File: config.mk
export PLATFORM = sky130hd
export DESIGN_NAME = keypad_time_entry
export DESIGN_NICKNAME = d
export VERILOG_FILES = /design/src/rtl/keypad_time_entry.sv
export SDC_FILE = /design/constraint.sdc
export NUM_CORES = 1
export LEC_CHECK = 0
export ABC_CLOCK_PERIOD_IN_PS = 3690
export CORE_UTILIZATION = 55
export CTS_BUF_LIST = sky130_fd_sc_hd__clkbuf_8
export DETAILED_ROUTE_END_ITERATION = 12
export PLACE_DENSITY = 0.95
export SYNTH_ARGS = -nofsm -noshare
export SYNTH_HDL_FRONTEND = slang
export SYNTH_SLANG_ARGS = --single-unit
File: constraint.sdc
create_clock -name clock -period 3.69 [get_ports clock]
set_input_delay 0.738 -clock clock [delete_from_list [all_inputs] [get_ports clock]]
set_output_delay 0.738 -clock clock [all_outputs]
set_load 0.01 [all_outputs]
File: src/rtl/keypad_time_entry.sv
// Keypad time entry: debounces encoder presses and shifts accepted digits into a 4-digit BCD MM:SS register.
// Optional macro ENTRY_LIMIT_EN: once four digits are entered, further presses are ignored until clear/reset.
module keypad_time_entry #(
  parameter int DEBOUNCE_CYCLES = 4,
  localparam int CNT_W = $clog2(DEBOUNCE_CYCLES + 1)
) (
  input  logic       clock,
  input  logic       resetn,
  input  logic [3:0] digit,
  input  logic       validn,
  input  logic       clearn,
  input  logic       lock,
  output logic [3:0] sec_units,
  output logic [3:0] sec_tens,
  output logic [3:0] min_units,
  output logic [3:0] min_tens,
  output logic [2:0] digit_count,
  output logic       key_strobe
);
  typedef enum logic [1:0] {IDLE, PRESS_DB, HELD, RELEASE_DB} state_t;

  localparam logic [CNT_W-1:0] CNT_MAX = CNT_W'(DEBOUNCE_CYCLES);
  localparam logic [CNT_W-1:0] CNT_ONE = CNT_W'(1);

  state_t           state;
  logic [CNT_W-1:0] cnt;
  logic             validn_s;
  logic [3:0]       digit_s;
  logic [3:0]       cap_digit;
  logic             room;
  logic             accept;
  logic             shift_en;

`ifdef ENTRY_LIMIT_EN
  assign room = (digit_count != 3'd4);
`else
  assign room = 1'b1;
`endif

  // A press is accepted once, at the edge its stable run reaches the full window.
  assign accept   = (state == PRESS_DB) && !validn_s && (digit_s == cap_digit) && (cnt == CNT_MAX);
  assign shift_en = accept && (cap_digit <= 4'd9) && !lock && clearn && room;

  always_ff @(posedge clock) begin
    if (!resetn) begin
      state       <= IDLE;
      cnt         <= '0;
      validn_s    <= 1'b1;
      digit_s     <= 4'd0;
      cap_digit   <= 4'd0;
      sec_units   <= 4'd0;
      sec_tens    <= 4'd0;
      min_units   <= 4'd0;
      min_tens    <= 4'd0;
      digit_count <= 3'd0;
      key_strobe  <= 1'b0;
    end else begin
      validn_s   <= validn;
      digit_s    <= digit;
      key_strobe <= 1'b0;

      case (state)
        IDLE: begin
          if (!validn_s) begin
            state     <= PRESS_DB;
            cnt       <= CNT_ONE;
            cap_digit <= digit_s;
          end
        end
        PRESS_DB: begin
          if (validn_s || (digit_s != cap_digit)) state <= IDLE;
          else if (cnt == CNT_MAX)                state <= HELD;
          else                                    cnt   <= cnt + CNT_ONE;
        end
        HELD: begin
          if (validn_s) begin
            state <= RELEASE_DB;
            cnt   <= CNT_ONE;
          end
        end
        RELEASE_DB: begin
          if (!validn_s)           state <= HELD;
          else if (cnt == CNT_MAX) state <= IDLE;
          else                     cnt   <= cnt + CNT_ONE;
        end
        default: state <= IDLE;
      endcase

      // Clear wins over a coincident accept.
      if (!clearn) begin
        sec_units   <= 4'd0;
        sec_tens    <= 4'd0;
        min_units   <= 4'd0;
        min_tens    <= 4'd0;
        digit_count <= 3'd0;
      end else if (shift_en) begin
        min_tens    <= min_units;
        min_units   <= sec_tens;
        sec_tens    <= sec_units;
        sec_units   <= cap_digit;
        digit_count <= (digit_count == 3'd4) ? 3'd4 : digit_count + 3'd1;
        key_strobe  <= 1'b1;
      end
    end
  end
endmodule

## Word level (Yosys, flattened, before mapping)

Cells that the tools add are included.

- Input port bits: 9
- Output and inout port bits: 20
- Register bits after elaboration: 34
- Logic and storage cells: 57

- $lt $le $gt $ge: 1
- Multiplexer cells: 15
- Add/sub/neg operators: 2
- Bitwise gates (word level): 1
- Equal/unequal tests: 13
- Reduce and logical (&&, ||, !) cells: 14

Operator list:

| kind | number |
|---|---|
| 2-to-1 mux 3 bit | 6 |
| 2-to-1 mux 2 bit | 6 |
| one-hot mux 3 bit (4 select lines) | 1 |
| inequality test 2 bit (second input constant) | 4 |
| one-hot mux 2 bit (4 select lines) | 1 |
| AND reduction 4 bit | 2 |
| adder 3 x 1 -> 3 bit (second input constant) | 2 |
| == test 3 bit (second input constant) | 2 |
| logical AND 1 bit | 6 |
| == test 2 bit (second input constant) | 2 |
| == test 4 bit | 1 |
| less-or-equal comparator 4 bit (second input constant) | 1 |
| inequality test 4 bit | 1 |
| AND reduction 2 bit | 2 |
| inequality test 3 x 1 -> 1 bit (second input constant) | 1 |
| inequality test 3 bit (second input constant) | 1 |
| == test 2 x 1 -> 1 bit (second input constant) | 1 |
| logical NOT 1 bit | 2 |
| logical NOT 2 bit | 1 |
| logical OR 1 bit | 1 |
| 2-to-1 mux 1 bit | 1 |
| inverter 1 bit | 1 |

## Logic depth before layout (Yosys ltp)

Gate-level depths: netlist of run 1.

- Depth after elaboration: 8
- Gate-level depth with buffers: 7
- Depth with buffers taken out: 6

## Least setup slack after synthesis of run 1

Ideal clock, no wire load.

- Path kind: register -> register
- Start point: register cap_digit[1]
- End point: register min_units[0]
- Path slack: 1.783 ns
- Clock period less this slack: 1.907 ns
- Arrival: 1.849 ns
- Required time: 3.633 ns
- Buffers on the path: 2
- Cell stages (with the launch flop): 7
- Setup time: 0.057 ns
- Cell sequence: dfxtp_1 xor2_1 or4_1 buf_2 nor4_4 buf_6 a22o_2

- Cells in the longest elaborated chain, start to end: 6
- Elaborated cells on any way between the ends: 7
- Those cells by class: order compare (1); eq/ne (1); reduce/logical (5)

RTL lines:

| element | RTL line | RTL |
|---|---|---|
| start: declaration | 29 | `logic [3:0] cap_digit;` |
| start signal: assignment | 67 | `cap_digit <= digit_s;` |
| parallel branches: the longest is 3 deep, another holds less-or-equal comparator 4 bit | - |  |
| logical AND 1 bit * (3 in a row) | 42 | `assign shift_en = accept && (cap_digit <= 4'd9) && !lock && clearn && room;` |
| end signal: assignment | 98 | `min_units <= sec_tens;` |
| end: declaration | 15 | `output logic [3:0] min_units,` |

Mark *: on every way between the ends.
A chain may end at the register's enable or synchronous reset.

## Final worst setup path of run 1

- Start point: input port resetn
- End point: register min_tens[1]

- Cells in the longest elaborated chain, start to end: 1

RTL lines:

| element | RTL line | RTL |
|---|---|---|
| start: declaration | 8 | `input logic resetn,` |
| AND reduction 2 bit (no source line) | - |  |
| end signal: assignment | 97 | `min_tens <= min_units;` |
| end: declaration | 16 | `output logic [3:0] min_tens,` |

Every way passes these cells.

==> results of run 1 <==
## routing by layer
| metal | vias to the layer above | global-route usage [%] |
|---|---|---|
| met5 | - | 0 |
| met2 | 57 | 45.5 |
| met4 | 0 | 13.5 |
| met1 | 516 | 29.0 |
| li1 | 532 | - |
| met3 | 6 | 7.31 |
## logic make-up (layout without fill, tap and decap cells)
logic type / count (synthesis) / in the layout
flip-flops: 34 / 34
XOR/XNOR: 4 / 4
adder cells (fa/ha/maj): 4 / 4
AO/OA/AOI/OAI: 35 / 35
multiplexers: 4 / 4
buffers and inverters: 10 / 42
AND/OR/NAND/NOR: 36 / 36
## metrics by stage
step	hold WS, ns	instance area [um2]	power (mW)	utilization [%]
finish	0.493	1790	0.829	78.4
global placement	0.466	1650	0.425	72.4
detailed placement	0.485	1650	0.428	72.4
global route	0.528	1790	0.857	78.4
floorplan	0.453	1350	0.412	-
CTS	0.501	1790	0.833	78.4
## worst reg2reg max path: stages (launching register included)
cell and delay (ns):
dfxtp_1 0.35, xor2_1 0.20, or4_1 0.68, nor4_4 0.81, a22o_2 0.29
## registers in the layout, indices dropped and copies added (netlist names)
register / flops
sec_units: 4
cap_digit: 4
validn_s: 1
digit_s: 4
min_tens: 4
key_strobe: 1
sec_tens: 4
cnt: 3
state: 2
digit_count: 3
min_units: 4
## cells in the final DEF (no fill, tap or decap), drive strengths merged, types with 3 or more instances in the layout
cell	count
a21oi	7
a22o	16
and2	5
clkbuf	5
clkdlybuf4s50	28
dfxtp	34
ha	4
inv	5
mux2i	4
nand2	4
nor2	8
nor4	3
xor2	4
## area by class of cell
type | instances | share of cell area [%]
multi-input combinational | 83 | 35.0
timing repair buffer | 29 | 16.1
sequential | 34 | 38.1
clock inverter | 3 | 3.85
tap | 28 | 1.96
inverter | 5 | 1.05
clock buffer | 5 | 3.85
## report_power, final
part / leakage, nW / internal, mW / switching [mW]
combinational: 0.349 / 0.0186 / 0.0249
clock: 0.0683 / 0.271 / 0.138
sequential: 0.276 / 0.372 / 0.00518
## worst paths after layout
check,to,from,slack (ns)
worst min-delay path,min_tens[0]$_SDFFE_PN0P_,min_tens[0]$_SDFFE_PN0P_,0.49
worst max register to register,min_tens[1]$_SDFFE_PN0P_,cap_digit[1]$_SDFFE_PN0P_,1.32
worst max-delay path,min_tens[1]$_SDFFE_PN0P_,resetn,1.25
worst min register to register,min_tens[0]$_SDFFE_PN0P_,min_tens[0]$_SDFFE_PN0P_,0.49
==> impl_metrics.csv, run 1 <==
group,metric,value,unit
run_status,status,"complete, no violations",
worst_setup_path,end_kind,"register",
synth,synth-compound-area-share,20.5,%
worst_setup_path,crit_family,"simple AND/OR/NAND/NOR gates",
worst_setup_path,crit_slowest_cell,"nor4_4",
synth,synthAdderAreaFrac,3.70,%
clock_tree,cts.clk_slew.worst_paths,0.07,ns
routing,met1_length,1230,um
synth,yosysTopAreaCell,"dfxtp_1",
layout,layout-drive-gt1-share,13.2,%
synth,synth_mux_area_share,2.96,%
floorplanning,die_y,51.6,um
synth,yosysMostFrequentCell,"dfxtp_1",
floorplanning,start_util,59.5,%
synth,synth_fp_nets,140,
synth,synth_xor_area_share,2.59,%
power,power-per-cell-area,464,nW/um2
place,place_ws,1.04,ns
floorplanning,fp.dieW,51.6,um
worst_setup_path,worst_ep_required_time,3.92,ns
sta,rsz0062_at_grt,"false",
place,dp_cells,179,
worst_setup_path,cp_cell_sequence,"clkdlybuf4s50_1 > nand2_1 > nor4_4 > a22o_2",
clock_tree,clk_latency,0.29,ns
layout,regArea,681,um2
sta,maxSlewViolCount,0,
sta,setup_viol,0,
synth,synth_top_family_by_area,"compound AO/OA/AOI/OAI gates",
sta,fin_ws,1.25,ns
routing,vias_per_cell,5.94,
power,total_leakage_power,0.694,nW
sta,worst_pin_slew,0.872,ns
layout,syn2layout_area_growth,31.9,%
worst_setup_path,r2r_cells,4,
clock_tree,cts_buffer_depth,2,
floorplanning,core,2280,um2
routing,drt-pass1-iter-count,4,
clock_tree,hold_buffers,0,
routing,routed_wl,3030,um
synth,synth_flop_cell,"dfxtp_1",
place,place_hpwl,2060,um
layout,finalNonFillerCells,187,
clock_tree,ctsResizeCount,0,
power,vdd.ir_drop.worst,0.473,mV
routing,highest_layer,"met4",
sta,tns,0,ns
synth,synthTopCellsByArea,"dfxtp_1 (50%), a22o_2 (7.4%), a22o_1 (3.9%)",
synth,synthSimpleGateAreaFrac,16.5,%
hold_path,hp-class,"reg2reg",
layout,finalNetCount,171,
worst_setup_path,worstSetupPathType,"in2reg",
floorplanning,die_area,2660,um2
place,portBuffers,28,
synth,ys_ff_latch,34,
synth,syn_area_per_cell,10.7,um2
clock_tree,cts.sinks,34,
clock_tree,cts-root-buf,"clkbuf_8",
layout,multi_input_area,626,um2
sta,relSlewSlack,41.3,%
clock_tree,h-tree-depth,2,
worst_setup_path,cp_slowest_stage_delay,0.76,ns
worst_setup_path,crit_cells,4,
synth,yosysSeqAreaShare,50.3,%
routing,avgRoutedWirePerCell,16.2,um
synth,syn_area,1350,um2
synth,netlist_instances,127,
synth,synthArstFlopShare,0,%
sta,fin_crit,2.44,ns
routing,drt_iter0_drc,27,
sta,fin_crit_sh,66.2,%
sta,hold_viol_final,0,
layout,fillers,144,
global_routing,track_usage,26.2,%
synth,synth.top_cell.area_share,50.3,%
worst_setup_path,crit_arrival,2.67,ns
routing,wl_met3,173,um
synth,synth_edf_count,0,
global_routing,grt_pass1_vias,1079,
sta,max_freq,409,MHz
clock_tree,post-cts-setup-buffer-count,0,
hold_path,holdPathStages,1,
clock_tree,cts_tree,"built",
synth,yosys_warnings,0,
worst_setup_path,startpoint_type,"input pin",
sta,fin_skew,0.00858,ns
place,gp_congestion,0.807,
synth,synth_commonest_cells,"dfxtp_1 (34), a22o_2 (10), nor2_1 (8)",
floorplanning,ios,29,
routing,num_vias,1111,
routing,drcViolationCount,0,
floorplanning,rows,17,
layout,diodes,0,
synth,yosysUniqueCellTypes,36,
worst_setup_path,path_buf_inv,1,
routing,ant_nets,0,
global_routing,grt_pass1_wl,5010,um
global_routing,antenna_found_initial,0,
routing,wl_met2,1580,um
job,maxCapViolCount,0,
global_routing,grt_max_degree,18,
worst_setup_path,worstPathMaxFanout,17,
global_routing,grt-ovfl-total,0,
clock_tree,numCtsBuffers,5,
Note: power is estimated with default switching activity, not from simulation.
==> run 2, diff against run 1 <==
- ABC_CLOCK_PERIOD_IN_PS: 3690 -> 2400
- CORE_ASPECT_RATIO: not set -> 0.5
- CORE_UTILIZATION: 55 -> 52
- PLACE_DENSITY: 0.95 -> 0.91
- clock period: 3.69 -> 2.4 ns (I/O delays scaled with it)
==> run 2 against run 1 <==
  * Clock power grew 5.9%
  * Final cell count grew 5.3%
  * Largest cell class unchanged
  * Power grew 30%
  * Via count shrank 3.0%
  * Sequential cell count is the same
  * Global-route usage shrank 2.1 points
  * Sequential share of layout area grew 0.32 points
  * Routed wire length shrank 9.3%
  * Cell area shrank 0.84%
==> impl_metrics.csv, run 2 (synthesized netlist as in run 1, its figures left out) <==
group,metric,value,unit
clock_tree,cts.clk_slew.worst_paths,0.07,ns
sta,fin_skew,0.00368,ns
clock_tree,h-tree-depth,2,
worst_setup_path,cp-endpoint,"sec_tens[0]$_SDFFE_PN0P_",
routing,drcViolationCount,0,
global_routing,track_usage,24.1,%
clock_tree,post-cts-setup-buffer-count,0,
power,vdd.ir_drop.worst,0.344,mV
routing,drt_iter0_drc,77,
layout,syn2layout_area_growth,30.8,%
floorplanning,rows,12,
place,gp_congestion,0.879,
floorplanning,die_area,2820,um2
place,dpl_cell_area,1680,um2
sta,tns,0,ns
clock_tree,cts_buffer_depth,2,
clock_tree,clk_latency,0.29,ns
worst_setup_path,worstSetupPathType,"reg2reg",
worst_setup_path,regToRegSetupSlack,0.43,ns
routing,num_vias,1078,
routing,ant_nets,0,
layout,final_cell_area,1770,um2
hold_path,hp-class,"reg2reg",
floorplanning,core,2340,um2
sta,maxSlewViolCount,0,
sta,max_freq,508,MHz
sta,worst_pin_slew,0.706,ns
floorplanning,fp.dieW,74.2,um
sta,setup_viol,0,
layout,final_common_cell,"dfxtp_1",
layout,multi_input_area,626,um2
sta,fin_crit_sh,82.1,%
floorplanning,ios,29,
sta,hold_viol_final,0,
clock_tree,cts-root-buf,"clkbuf_8",
global_routing,grt_pass1_vias,966,
worst_setup_path,worst_ep_required_time,2.64,ns
power,power-per-cell-area,611,nW/um2
sta,rsz0062_at_grt,"false",
clock_tree,numCtsBuffers,5,
layout,fillers,165,
place,portBuffers,28,
job,maxCapViolCount,0,
clock_tree,hold_buffers,0,
routing,routed_wl,2750,um
worst_setup_path,r2r_end,"sec_tens[0]$_SDFFE_PN0P_",
floorplanning,start_util,57.8,%
layout,mostFrequentLayoutCells,"dfxtp_1 (34), clkdlybuf4s50_1 (28), a22o_2 (10), nor2_1 (8), a21oi_1 (7)",
worst_setup_path,worstPathMaxFanout,17,
worst_setup_path,r2r_cells,5,
worst_setup_path,end_kind,"register",
layout,diodes,0,
global_routing,grt_max_degree,18,
global_routing,grt-ovfl-total,0,
routing,avgRoutedWirePerCell,13.9,um
clock_tree,cts.sinks,34,
layout,finalNetCount,174,
power,total_leakage_power,0.693,nW
worst_setup_path,regToRegStartpoint,"cap_digit[1]$_SDFFE_PN0P_",
clock_tree,cts_tree,"built",
global_routing,grt_pass1_wl,4610,um
run_status,status,"complete, no violations",
worst_setup_path,crit_arrival,2.21,ns
layout,regArea,681,um2
routing,drt-pass1-iter-count,4,
layout,layout-drive-gt1-share,14.2,%
routing,vias_per_cell,5.47,
worst_setup_path,worstSetupStartpoint,"cap_digit[1]$_SDFFE_PN0P_",
floorplanning,die_y,38.1,um
sta,relSlewSlack,52.3,%
place,place_hpwl,1930,um
worst_setup_path,startpoint_type,"register",
clock_tree,ctsResizeCount,0,
sta,fin_crit,1.97,ns
global_routing,antenna_found_initial,0,
==> run 2: worst min path at each step <==
| stage | startpoint | to | slack, ns | depth (start not counted) |
|---|---|---|---|---|
| finish | min_tens[2]$_SDFFE_PN0P_ | min_tens[2]$_SDFFE_PN0P_ | 0.48 | 1 |
| global route | min_tens[0]$_SDFFE_PN0P_ | min_tens[0]$_SDFFE_PN0P_ | 0.51 | 1 |
| CTS | min_tens[2]$_SDFFE_PN0P_ | min_tens[2]$_SDFFE_PN0P_ | 0.49 | 1 |
| detailed placement | min_tens[2]$_SDFFE_PN0P_ | min_tens[2]$_SDFFE_PN0P_ | 0.47 | 1 |
| global placement | min_tens[3]$_SDFFE_PN0P_ | min_tens[3]$_SDFFE_PN0P_ | 0.46 | 1 |
| floorplan | validn_s$_SDFF_PN1_ | state[1]$_SDFFE_PN0P_ | 0.45 | 1 |
==> run 2: critical path, stage by stage (launching register included) <==
cell     delay, ns
dfxtp_1       0.35
xor2_1        0.19
or4_1         0.67
nor4_4        0.28
buf_4         0.25
a22o_2        0.17
==> run 2: final cells by class <==
class,instances,area share (%)
Sequential cell,34,38.4
Multi-Input combinational cell,83,35.3
Timing Repair Buffer,32,17.5
Clock buffer,6,4.66
Tap cell,35,2.47
Inverter,5,1.06
Clock inverter,2,0.495
==> run 2: through the flow <==
step / power (mW) / hold slack [ns] / worst slack (ns) / util (%) / instances
final: 1.08 / 0.482 / 0.430 / 75.6 / 197
after global routing: 1.12 / 0.512 / 0.371 / 75.6 / 197
after CTS: 1.09 / 0.487 / 0.451 / 75.6 / 197
after detailed placement: 0.661 / 0.471 / 0.458 / 71.7 / 189
after global placement: 0.658 / 0.464 / 0.500 / 71.7 / 189
after floorplan: 0.634 / 0.453 / 0.493 / - / 127
==> run 2: per-layer routing <==
| layer | track usage, % | part of all wire [%] |
|---|---|---|
| met1 | 29.6 | 48 |
| met5 | 0 | 0 |
| met2 | 35.5 | 44 |
| met3 | 12.6 | 5.9 |
| met4 | 10.1 | 2.1 |
==> run 2: where the power goes <==
group / internal (mW) / switching, mW
registers: 0.573 / 0.00798
clock network: 0.227 / 0.205
logic: 0.0323 / 0.0366
==> run 3, diff against run 2 <==
- ABC_CLOCK_PERIOD_IN_PS: 2400 -> 1700
- CORE_UTILIZATION: 52 -> 47
- PLACE_DENSITY: 0.91 -> 0.88
- clock period: 2.4 -> 1.7 ns (I/O delays scaled with it)
==> run 3 against run 2 <==
  * The run now ends with setup timing left
  * Critical path depth did not move
  * Core utilization down 0.96 points
  * Fmax up 12%
  * Global-route usage is 2.7 points lower
  * Largest cell class is now multi-input gates
==> impl_metrics.csv, run 3 (synthesized netlist as in run 1, its figures left out) <==
group,metric,value,unit
floorplanning,die_y,40.0,um
global_routing,grt_pass1_vias,1020,
floorplanning,die_area,3110,um2
routing,drcViolationCount,0,
worst_setup_path,worstSetupPathType,"reg2reg",
worst_setup_path,crit_slowest_cell,"or4_4",
sta,worst_pin_slew,0.436,ns
clock_tree,cts-root-buf,"clkbuf_8",
worst_setup_path,path_buf_inv,1,
sta,setup_viol,1,
place,portBuffers,28,
clock_tree,clk_latency,0.28,ns
worst_setup_path,worstPathMaxFanout,3,
power,total_leakage_power,0.793,nW
floorplanning,start_util,50.8,%
place,gp_congestion,0.827,
routing,ant_nets,0,
worst_setup_path,cp_cell_sequence,"xor2_1 > or4_4 > buf_6 > o31ai_2 > a21oi_1",
clock_tree,cts_buffer_depth,2,
routing,vias_per_cell,5.54,
power,vdd.ir_drop.worst,0.402,mV
power,p_clk_share,42.1,%
hold_path,hp-class,"reg2reg",
global_routing,track_usage,21.4,%
layout,finalNetCount,187,
layout,layout-drive-gt1-share,26.9,%
power,power-per-cell-area,843,nW/um2
place,dpl_cell_area,1820,um2
power,seqPwrFrac,48.9,%
layout,final_common_cell,"dfxtp_1",
layout,fillers,166,
sta,hold_viol_final,0,
global_routing,grt_pass1_wl,4730,um
worst_setup_path,crit_arrival,1.92,ns
routing,num_vias,1174,
sta,max_freq,567,MHz
sta,holdWs,0.487,ns
clock_tree,numCtsBuffers,5,
power,power,1.68,mW
power,switchingPower,0.366,mW
sta,relSlewSlack,70.8,%
sta,fin_crit_sh,104,%
sta,fin_crit,1.76,ns
layout,syn2layout_area_growth,47.0,%
layout,multi_input_area,698,um2
power,netSwitchingFraction,21.8,%
layout,mostFrequentLayoutCells,"dfxtp_1 (31), clkdlybuf4s50_1 (28), buf_4 (14), a22o_2 (10), nor2_1 (8)",
floorplanning,fp.dieW,77.9,um
sta,fin_ws,-0.0625,ns
routing,highest_layer,"met4",
layout,regArea,684,um2
worst_setup_path,end_kind,"register",
run_status,status,"complete, but fails checks",
place,place_hpwl,2130,um
routing,avgRoutedWirePerCell,15.6,um
power,pwr-share-comb,9.0,%
power,power.internal,1.31,mW
worst_setup_path,crit_family,"simple AND/OR/NAND/NOR gates",
clock_tree,cts.sinks,34,
sta,maxSlewViolCount,0,
routing,drt-pass1-iter-count,4,
clock_tree,cts.clk_slew.worst_paths,0.07,ns
global_routing,grt_max_degree,18,
worst_setup_path,worst_ep_required_time,1.85,ns
routing,met1_length,1410,um
floorplanning,ios,29,
floorplanning,core,2670,um2
run_status,violations,"setup timing",
clock_tree,cts_tree,"built",
routing,drt_iter0_drc,80,
sta,fin_skew,0.00318,ns
global_routing,grt-ovfl-total,0,
worst_setup_path,startpoint_type,"register",
floorplanning,rows,13,
job,maxCapViolCount,0,
routing,wl_met2,1620,um
routing,routed_wl,3300,um
global_routing,antenna_found_initial,0,
worst_setup_path,cp_slowest_stage_delay,0.58,ns
layout,diodes,0,
sta,tns,-0.0625,ns
layout,final_cell_area,1990,um2
clock_tree,h-tree-depth,2,
routing,wl_met3,197,um
run 3: worst reg2reg max path, cell delays in order, from the launching register on:
cell	delay, ns
dfxtp_2	0.33
xor2_1	0.17
or4_4	0.58
buf_6	0.16
o31ai_2	0.26
a21oi_1	0.13
run 3: power groups by stage:
stage                     clock network, mW  logic (mW)  registers, mW
after floorplan                           0      0.0669          0.835
after global placement                    0       0.122          0.836
after detailed placement                  0       0.128          0.838
after CTS                             0.720       0.138          0.820
after global routing                  0.752       0.161          0.821
final                                 0.706       0.150          0.820
run 3: timing repair:
item / in CTS / in global routing
endpoints found under the setup margin: 13 / 21
pin swaps: 0 / 6
setup buffers: 0 / 0
hold buffers: 0 / 0
gates resized for setup: 3 / 13
run 3: path summary, 6_finish.rpt:
kind	start	end	slack [ns]	cells after the start
setup reg to reg	cap_digit[3]$_SDFFE_PN0P_	digit_count[1]$_SDFFE_PN0P_	-0.06	5
hold / removal	min_tens[2]$_SDFFE_PN0P_	min_tens[2]$_SDFFE_PN0P_	0.49	1
hold reg to reg	min_tens[2]$_SDFFE_PN0P_	min_tens[2]$_SDFFE_PN0P_	0.49	1
setup / recovery	cap_digit[3]$_SDFFE_PN0P_	digit_count[1]$_SDFFE_PN0P_	-0.06	5
run 3: final cells by class:
class / count / area share [%]
clock buffer: 5 / 3.46
clock inverter: 3 / 1.89
inverter: 5 / 0.943
multi-input combinational: 83 / 35.1
sequential: 34 / 34.4
tap: 37 / 2.33
timing repair buffer: 45 / 21.9
run 3: metal layers:
| layer | vias to the layer above | track usage [%] |
|---|---|---|
| met4 | 0 | 10.6 |
| met1 | 552 | 24.9 |
| met3 | 12 | 7.50 |
| met5 | - | 0 |
| li1 | 565 | - |
| met2 | 45 | 37.2 |
run 3: stage by stage:
stage / setup WS (ns) / utilization (%) / std cells
floorplan: -0.0957 / - / 127
global placement: -0.0202 / 68.1 / 204
detailed placement: -0.111 / 68.1 / 204
CTS: 0.00456 / 72.7 / 212
global route: -0.0770 / 74.6 / 212
finish: -0.0625 / 74.6 / 212
